===== src/rtl/data_memory_pkg.sv =====
// Shared definitions for the data_memory block.
//   dm_state_e    : controller states (CLEAR, IDLE, LOAD)
//   DATA_W_DEF    : default data word width
//   ADDR_W_DEF    : default address width
package data_memory_pkg;

  localparam int DATA_W_DEF = 8;
  localparam int ADDR_W_DEF = 4;

  typedef enum logic [1:0] {
    ST_CLEAR = 2'd0,
    ST_IDLE  = 2'd1,
    ST_LOAD  = 2'd2
  } dm_state_e;

endpackage


===== src/rtl/dm_ram.sv =====
// Single-write-port RAM with a registered read port.
//   clk    : clock, all updates on rising edge
//   reset  : synchronous active-high, clears only the read register
//   we     : write enable, waddr/wdata : write address/data
//   re     : read request, raddr : read address
//   rdata  : registered read data, holds while no read is issued
//   rvalid : rdata carries the result of a read issued the cycle before
module dm_ram #(
  parameter int DATA_W = 8,
  parameter int ADDR_W = 4
) (
  input  logic              clk,
  input  logic              reset,
  input  logic              we,
  input  logic [ADDR_W-1:0] waddr,
  input  logic [DATA_W-1:0] wdata,
  input  logic              re,
  input  logic [ADDR_W-1:0] raddr,
  output logic [DATA_W-1:0] rdata,
  output logic              rvalid
);

  localparam int DEPTH = 2 ** ADDR_W;

  logic [DATA_W-1:0] mem [DEPTH];

  // The array has no reset: contents are only zeroed by the controller's walk.
  always_ff @(posedge clk) begin
    if (we) begin
      mem[waddr] <= wdata;
    end
  end

  // Non-blocking read of mem gives the pre-write value on a same-address collision.
  always_ff @(posedge clk) begin
    if (reset) begin
      rdata  <= '0;
      rvalid <= 1'b0;
    end else begin
      rvalid <= re;
      if (re) begin
        rdata <= mem[raddr];
      end
    end
  end

endmodule


===== src/rtl/data_memory.sv =====
// Data memory with a zero-fill walk after reset, a burst loader port and a
// CPU store/fetch port.
//   clk, reset                        : clock, synchronous active-high reset
//   load_start/load_base              : start a burst at load_base (IDLE only)
//   load_valid/is_instruction/
//   cpu_input/load_last               : loader beats; instruction beats are not stored
//   wr_en/wr_addr/wr_data             : CPU store port (ignored during CLEAR)
//   rd_en/rd_addr                     : CPU read request, 1-cycle latency
//   data/data_valid                   : registered read result and its qualifier
//   busy                              : high in CLEAR or LOAD
//   load_count                        : data beats stored in current/last burst
//
// state    | meaning
// ---------+-----------------------------------------------------------
// ST_CLEAR | writing 0 to mem[ptr], ptr walks 0..DEPTH-1
// ST_IDLE  | CPU access only, waiting for load_start
// ST_LOAD  | storing loader data beats at ptr until a load_last beat
module data_memory
  import data_memory_pkg::*;
#(
  parameter int DATA_W         = DATA_W_DEF,
  parameter int ADDR_W         = ADDR_W_DEF,
  parameter int CLEAR_ON_RESET = 1
) (
  input  logic              clk,
  input  logic              reset,
  input  logic              load_start,
  input  logic [ADDR_W-1:0] load_base,
  input  logic              load_valid,
  input  logic              is_instruction,
  input  logic [DATA_W-1:0] cpu_input,
  input  logic              load_last,
  input  logic              wr_en,
  input  logic [ADDR_W-1:0] wr_addr,
  input  logic [DATA_W-1:0] wr_data,
  input  logic              rd_en,
  input  logic [ADDR_W-1:0] rd_addr,
  output logic [DATA_W-1:0] data,
  output logic              data_valid,
  output logic              busy,
  output logic [ADDR_W:0]   load_count
);

  localparam int DEPTH = 2 ** ADDR_W;
  localparam logic [ADDR_W-1:0] LAST_ADDR   = ADDR_W'(DEPTH - 1);
  localparam logic [ADDR_W:0]   COUNT_MAX   = (ADDR_W + 1)'(DEPTH);
  localparam dm_state_e         RESET_STATE = (CLEAR_ON_RESET != 0) ? ST_CLEAR : ST_IDLE;

  dm_state_e         state_q, state_d;
  logic [ADDR_W-1:0] ptr_q, ptr_d;
  logic [ADDR_W:0]   cnt_q, cnt_d;

  logic              ram_we;
  logic [ADDR_W-1:0] ram_waddr;
  logic [DATA_W-1:0] ram_wdata;

  always_ff @(posedge clk) begin
    if (reset) begin
      state_q <= RESET_STATE;
      ptr_q   <= '0;
      cnt_q   <= '0;
    end else begin
      state_q <= state_d;
      ptr_q   <= ptr_d;
      cnt_q   <= cnt_d;
    end
  end

  // Write arbitration for the single RAM port: clear walk > loader beat > CPU store.
  always_comb begin
    state_d   = state_q;
    ptr_d     = ptr_q;
    cnt_d     = cnt_q;
    ram_we    = 1'b0;
    ram_waddr = wr_addr;
    ram_wdata = wr_data;

    case (state_q)
      ST_CLEAR: begin
        ram_we    = 1'b1;
        ram_waddr = ptr_q;
        ram_wdata = '0;
        ptr_d     = ptr_q + ADDR_W'(1);
        if (ptr_q == LAST_ADDR) begin
          state_d = ST_IDLE;
        end
      end

      ST_IDLE: begin
        ram_we = wr_en;
        if (load_start) begin
          ptr_d   = load_base;
          cnt_d   = '0;
          state_d = ST_LOAD;
        end
      end

      ST_LOAD: begin
        ram_we = wr_en;
        if (load_valid) begin
          if (!is_instruction) begin
            ram_we    = 1'b1;
            ram_waddr = ptr_q;
            ram_wdata = cpu_input;
            ptr_d     = ptr_q + ADDR_W'(1);
            if (cnt_q != COUNT_MAX) begin
              cnt_d = cnt_q + (ADDR_W + 1)'(1);
            end
          end
          if (load_last) begin
            state_d = ST_IDLE;
          end
        end
      end

      default: begin
        state_d = RESET_STATE;
      end
    endcase

    // An aborted load or clear must not leave a stray write behind.
    if (reset) begin
      ram_we = 1'b0;
    end
  end

  dm_ram #(
    .DATA_W(DATA_W),
    .ADDR_W(ADDR_W)
  ) u_ram (
    .clk   (clk),
    .reset (reset),
    .we    (ram_we),
    .waddr (ram_waddr),
    .wdata (ram_wdata),
    .re    (rd_en),
    .raddr (rd_addr),
    .rdata (data),
    .rvalid(data_valid)
  );

  assign busy       = (state_q == ST_CLEAR) || (state_q == ST_LOAD);
  assign load_count = cnt_q;

endmodule


===== config.mk =====
export PLATFORM = sky130hd
export DESIGN_NAME = data_memory
export DESIGN_NICKNAME = d
export VERILOG_FILES = /design/src/rtl/data_memory_pkg.sv /design/src/rtl/dm_ram.sv /design/src/rtl/data_memory.sv
export SDC_FILE = /design/constraint.sdc
export NUM_CORES = 1
export LEC_CHECK = 0
export ABC_CLOCK_PERIOD_IN_PS = 4400
export CAP_MARGIN = 20
export CORE_UTILIZATION = 55
export DETAILED_ROUTE_END_ITERATION = 10
export PLACE_DENSITY_LB_ADDON = 0.15
export RECOVER_POWER = 50
export SETUP_SLACK_MARGIN = 0.05
export SLEW_MARGIN = 30
export SYNTH_ARGS = -nofsm -noshare
export SYNTH_HDL_FRONTEND = slang
export SYNTH_SLANG_ARGS = --single-unit

===== constraint.sdc =====
create_clock -name clk -period 4.4 [get_ports clk]
set_clock_uncertainty 0.2 [all_clocks]
set_input_delay 0.88 -clock clk [delete_from_list [all_inputs] [get_ports clk]]
set_output_delay 0.88 -clock clk [all_outputs]
set_load 0.03 [all_outputs]

==> impl_results.md <==
* Startpoint of the worst setup timing path: load_valid
* Simple-gate share of the synthesized area at 8.52%
* Hold Path Stages at 2
* Count of input and output buffers at 50
* Sequential group share of total power at 51.1%
* Post-layout instance area at 7400 sq um
* Worst reg2reg path startpoint: state_q[1]
* Seq. cell area at about 4200 sq um
* Int Power at 2.35 mW
* Fraction of power consumed by combinational cells at 6.2%
* Total via count in the routed design at approximately 3700
* Kind of end point of the critical path: flop
* Die area at ~12000 sq um
* Number of nets with antenna violations after detailed routing at 0
* RePlAce Congestion at 0.798
* Part of the Yosys area used for sequential elements at 68.8%
* Startpoint Class: input port
* Worst Tran Pin Value at 0.849 ns
* Total Nets Final at 521
* Synthesized netlist net count at approximately 460
* Worst setup timing slack at the placement stage at 0.560 ns
* Area after detailed placement at 6830 sq um
* Power Dens Cells at 407 nW/um^2
* Combinational family with the most area after synthesis: multiplexers
* Later-pin clock latency in the skew report at 0.52 ns
* Worst slew margin relative to its limit at 43.4%
* Global Route Usage Sum at 25.4%
* Total standard cell area after synthesis at 6170 sq um
* Number of sinks on the clock net at ~150
* Share of post-route cells with drive strength above 1 at between 10% and 20%
* Initial drt markers at between 200 and 300
* Data arrival, critical path at between 3 and 4 ns
* Classification of the worst setup path: in -> reg
* H-tree level count at 4
* Routed WL at approximately 13000 microns
* Clock edge transition at the registers on the reported setup and hold paths at approximately 0.060 ns
* Crit-path cells: dlygate4sd3_1 > and2b_1 > o21ai_4 > mux2i_1 > nor3_2
* Synth Area in Adders at less than 1%
* Initial core utilization at between 50% and 60%
* Area share of the largest cell type after synthesis at 62.3%
* Xor/xnor cell area share of the yosys netlist at 0.426%
* Final hold violation count at 0
* Most frequent cells in the layout: 128 x edfxtp_1, 72 x mux2i_1, 33 x clkdlybuf4s50_1
* Buffer depth of the longest clock path at 2
* Status: finished clean
* Peak supply drop at 229 uV
* Initial antenna violation count at 0
* Number of failing setup endpoints in the final timing report at 0
* Area added between synthesis and finish at 20.0%
* Yosys warns at 0
* Logic depth of the worst register-to-register path at 4
* CTS root buffer: clkbuf_8
* Fin crit period at 3.14 ns
* Fillers at 768
* Via count of the first global-routing pass at 3770
* Endpoint of the worst setup timing path: u_ram.mem[0][0]
* Static leakage power at 2.63 nW
* Count of different cell masters after synthesis at 40
* Count of final max-slew check failures at 0
* Number of enable flip-flop cells after synthesis at approximately 130
* Buffers inserted during post-CTS setup optimization at 0
* Leading cell type in the layout, fill and taps excluded: edfxtp_1
* Dominant register cell in the synthesized netlist: edfxtp_1
* Worst Path Required at 4.35 ns
* Final Non-Filler Cells at 635
* Slack of the critical path at 1.26 ns
* Largest net degree at the start of global routing at 48
* Cell count after synthesis at 423
* First drt pass iteration count at 5
* Number of remaining DRC errors at 0
* Total congestion overflow at 0
* Count of state elements after synthesis at 148
* Vertical extent of the die at ~110 microns
* Highest achievable clock rate at 319 MHz
* Wire length of the first global-routing pass at 20900 microns
* Share of the synthesized area in compound gates (AO/OA/AOI/OAI) at 7.71%
* Portion of netlist area occupied by mux cells at a little under an eighth
* Cts bufs inserted at 17
* Average cell area after synthesis at ~15 sq um
* Combined area of the multi-input logic cells at 1850 sq um
* Setup_tns at 0 ns
* Sw Pwr at 663 uW
* Share of the core filled with cells in the final layout at 68.0%
* Worst reg2reg endpoint: u_ram.mem[0][0]
* CTS resizes at 0
* Main area contributors after synthesis: edfxtp_1 62%, mux2i_1 12%, dfxtp_1 6.5%
* I/O pin cnt at 51
* Switching share of total power at 22.0%
* Fraction of registers with async set or reset after synthesis at 0%
* Width of the die at approximately 110 microns
* CP max-delay cell: nor3_2
* Fraction of power consumed by the clock network at 42.7%
* Antenna cell count at 0
* Post-CTS Hold Buffers at 0
* Final critical-path share of the clock period at 71.3%
* Reg-to-reg slack, setup at 1.73 ns
* Detail Placement HPWL at 9160 microns
* Number of cells after detailed placement at 603
* RSZ-0062 raised after global routing: false
* Total of max-cap violations at 0
* Core area at ~11000 sq um
* Worst hold path type: reg -> reg
* Average detailed-routed wire length per instance at 21.2 microns
* Detail-routed via count per cell at 5.86
* CTS tree: built
* Maximum net fanout on the critical path at 16
* Number of standard-cell rows in the floorplan at 38
* Cell taking the most area after synthesis: edfxtp_1
* Largest stage delay on the critical path at 0.66 ns
## cells in the mapped netlist (2+ instances only)
cell type and instances:
a211oi_1 4, a21oi_1 17, a22o_1 9, a22oi_1 24, a31oi_1 2, buf_2 7
buf_4 6, clkbuf_1 6, dfxtp_1 20, edfxtp_1 128, ha_1 3, inv_1 6
mux2i_1 72, nand2_1 21, nand2b_1 4, nand3_1 27, nand3b_1 2, nor2_1 13
nor2b_1 11, nor3_1 16, o2111ai_1 2, o21ai_0 3, o21ai_1 2, xor2_1 2
## critical path, delay by kind of cell
family	cells	cell delay [ns]
compound gates	1	0.44
mux	1	0.29
buf+inv	1	0.59
simple gates	2	0.87
## through the flow
stage,power [mW],hold slack (ns)
floorplan,1.68,0.337
global placement,1.75,0.240
detailed placement,1.76,0.244
CTS,3.03,0.259
global route,3.11,0.287
finish,3.01,0.254
## cells by family after synthesis
family,Yosys count
simple gates,103
xor+xnor,3
flops,148
compound gates,67
buf+inv,27
mux,72
fa+ha+maj,3
## worst min path at each step
| stage | start | end | slack (ns) |
|---|---|---|---|
| floorplan | ptr_q[1] | ptr_q[1] | 0.34 |
| global placement | u_ram.rdata[6] | u_ram.rdata[6] | 0.24 |
| detailed placement | u_ram.rdata[3] | u_ram.rdata[3] | 0.24 |
| CTS | u_ram.rdata[3] | u_ram.rdata[3] | 0.26 |
| global route | u_ram.rdata[5] | u_ram.rdata[5] | 0.29 |
| finish | u_ram.rdata[1] | u_ram.rdata[1] | 0.25 |
## layout make-up
class                   count  share of cell area, %
flip-flops and latches    148                   57.3
multi-input cells         248                   24.9
repair buffers             60                   7.69
clock buffers              21                   6.22
well taps                 140                   2.37
clock inverters            11                   1.08
inverters                   7                  0.355
## per-layer routing
| layer | vias to the layer above | track usage [%] | share of wire [%] |
|---|---|---|---|
| li1 | 1755 | - | - |
| met3 | 12 | 6.42 | 7.4 |
| met4 | 0 | 9.78 | 1.4 |
| met1 | 1796 | 33.5 | 43 |
| met5 | - | 0 | 0 |
| met2 | 160 | 40.6 | 48 |
## power by group through the flow
stage,Combinational [mW],Clock [mW],Sequential [mW]
2_1_floorplan,0.0936,0,1.58
3_3_place_gp,0.182,0,1.57
3_5_place_dp,0.186,0,1.57
4_1_cts,0.187,1.30,1.54
5_1_grt,0.200,1.36,1.54
6_report,0.186,1.29,1.54
## state kept, by name, indices dropped and copies added (netlist names)
signal and flops:
load_count 5, ptr_q 4, state_q 2, u_ram.mem 128
u_ram.rdata 8, u_ram.rvalid 1
(Power assumes the default switching activity.)
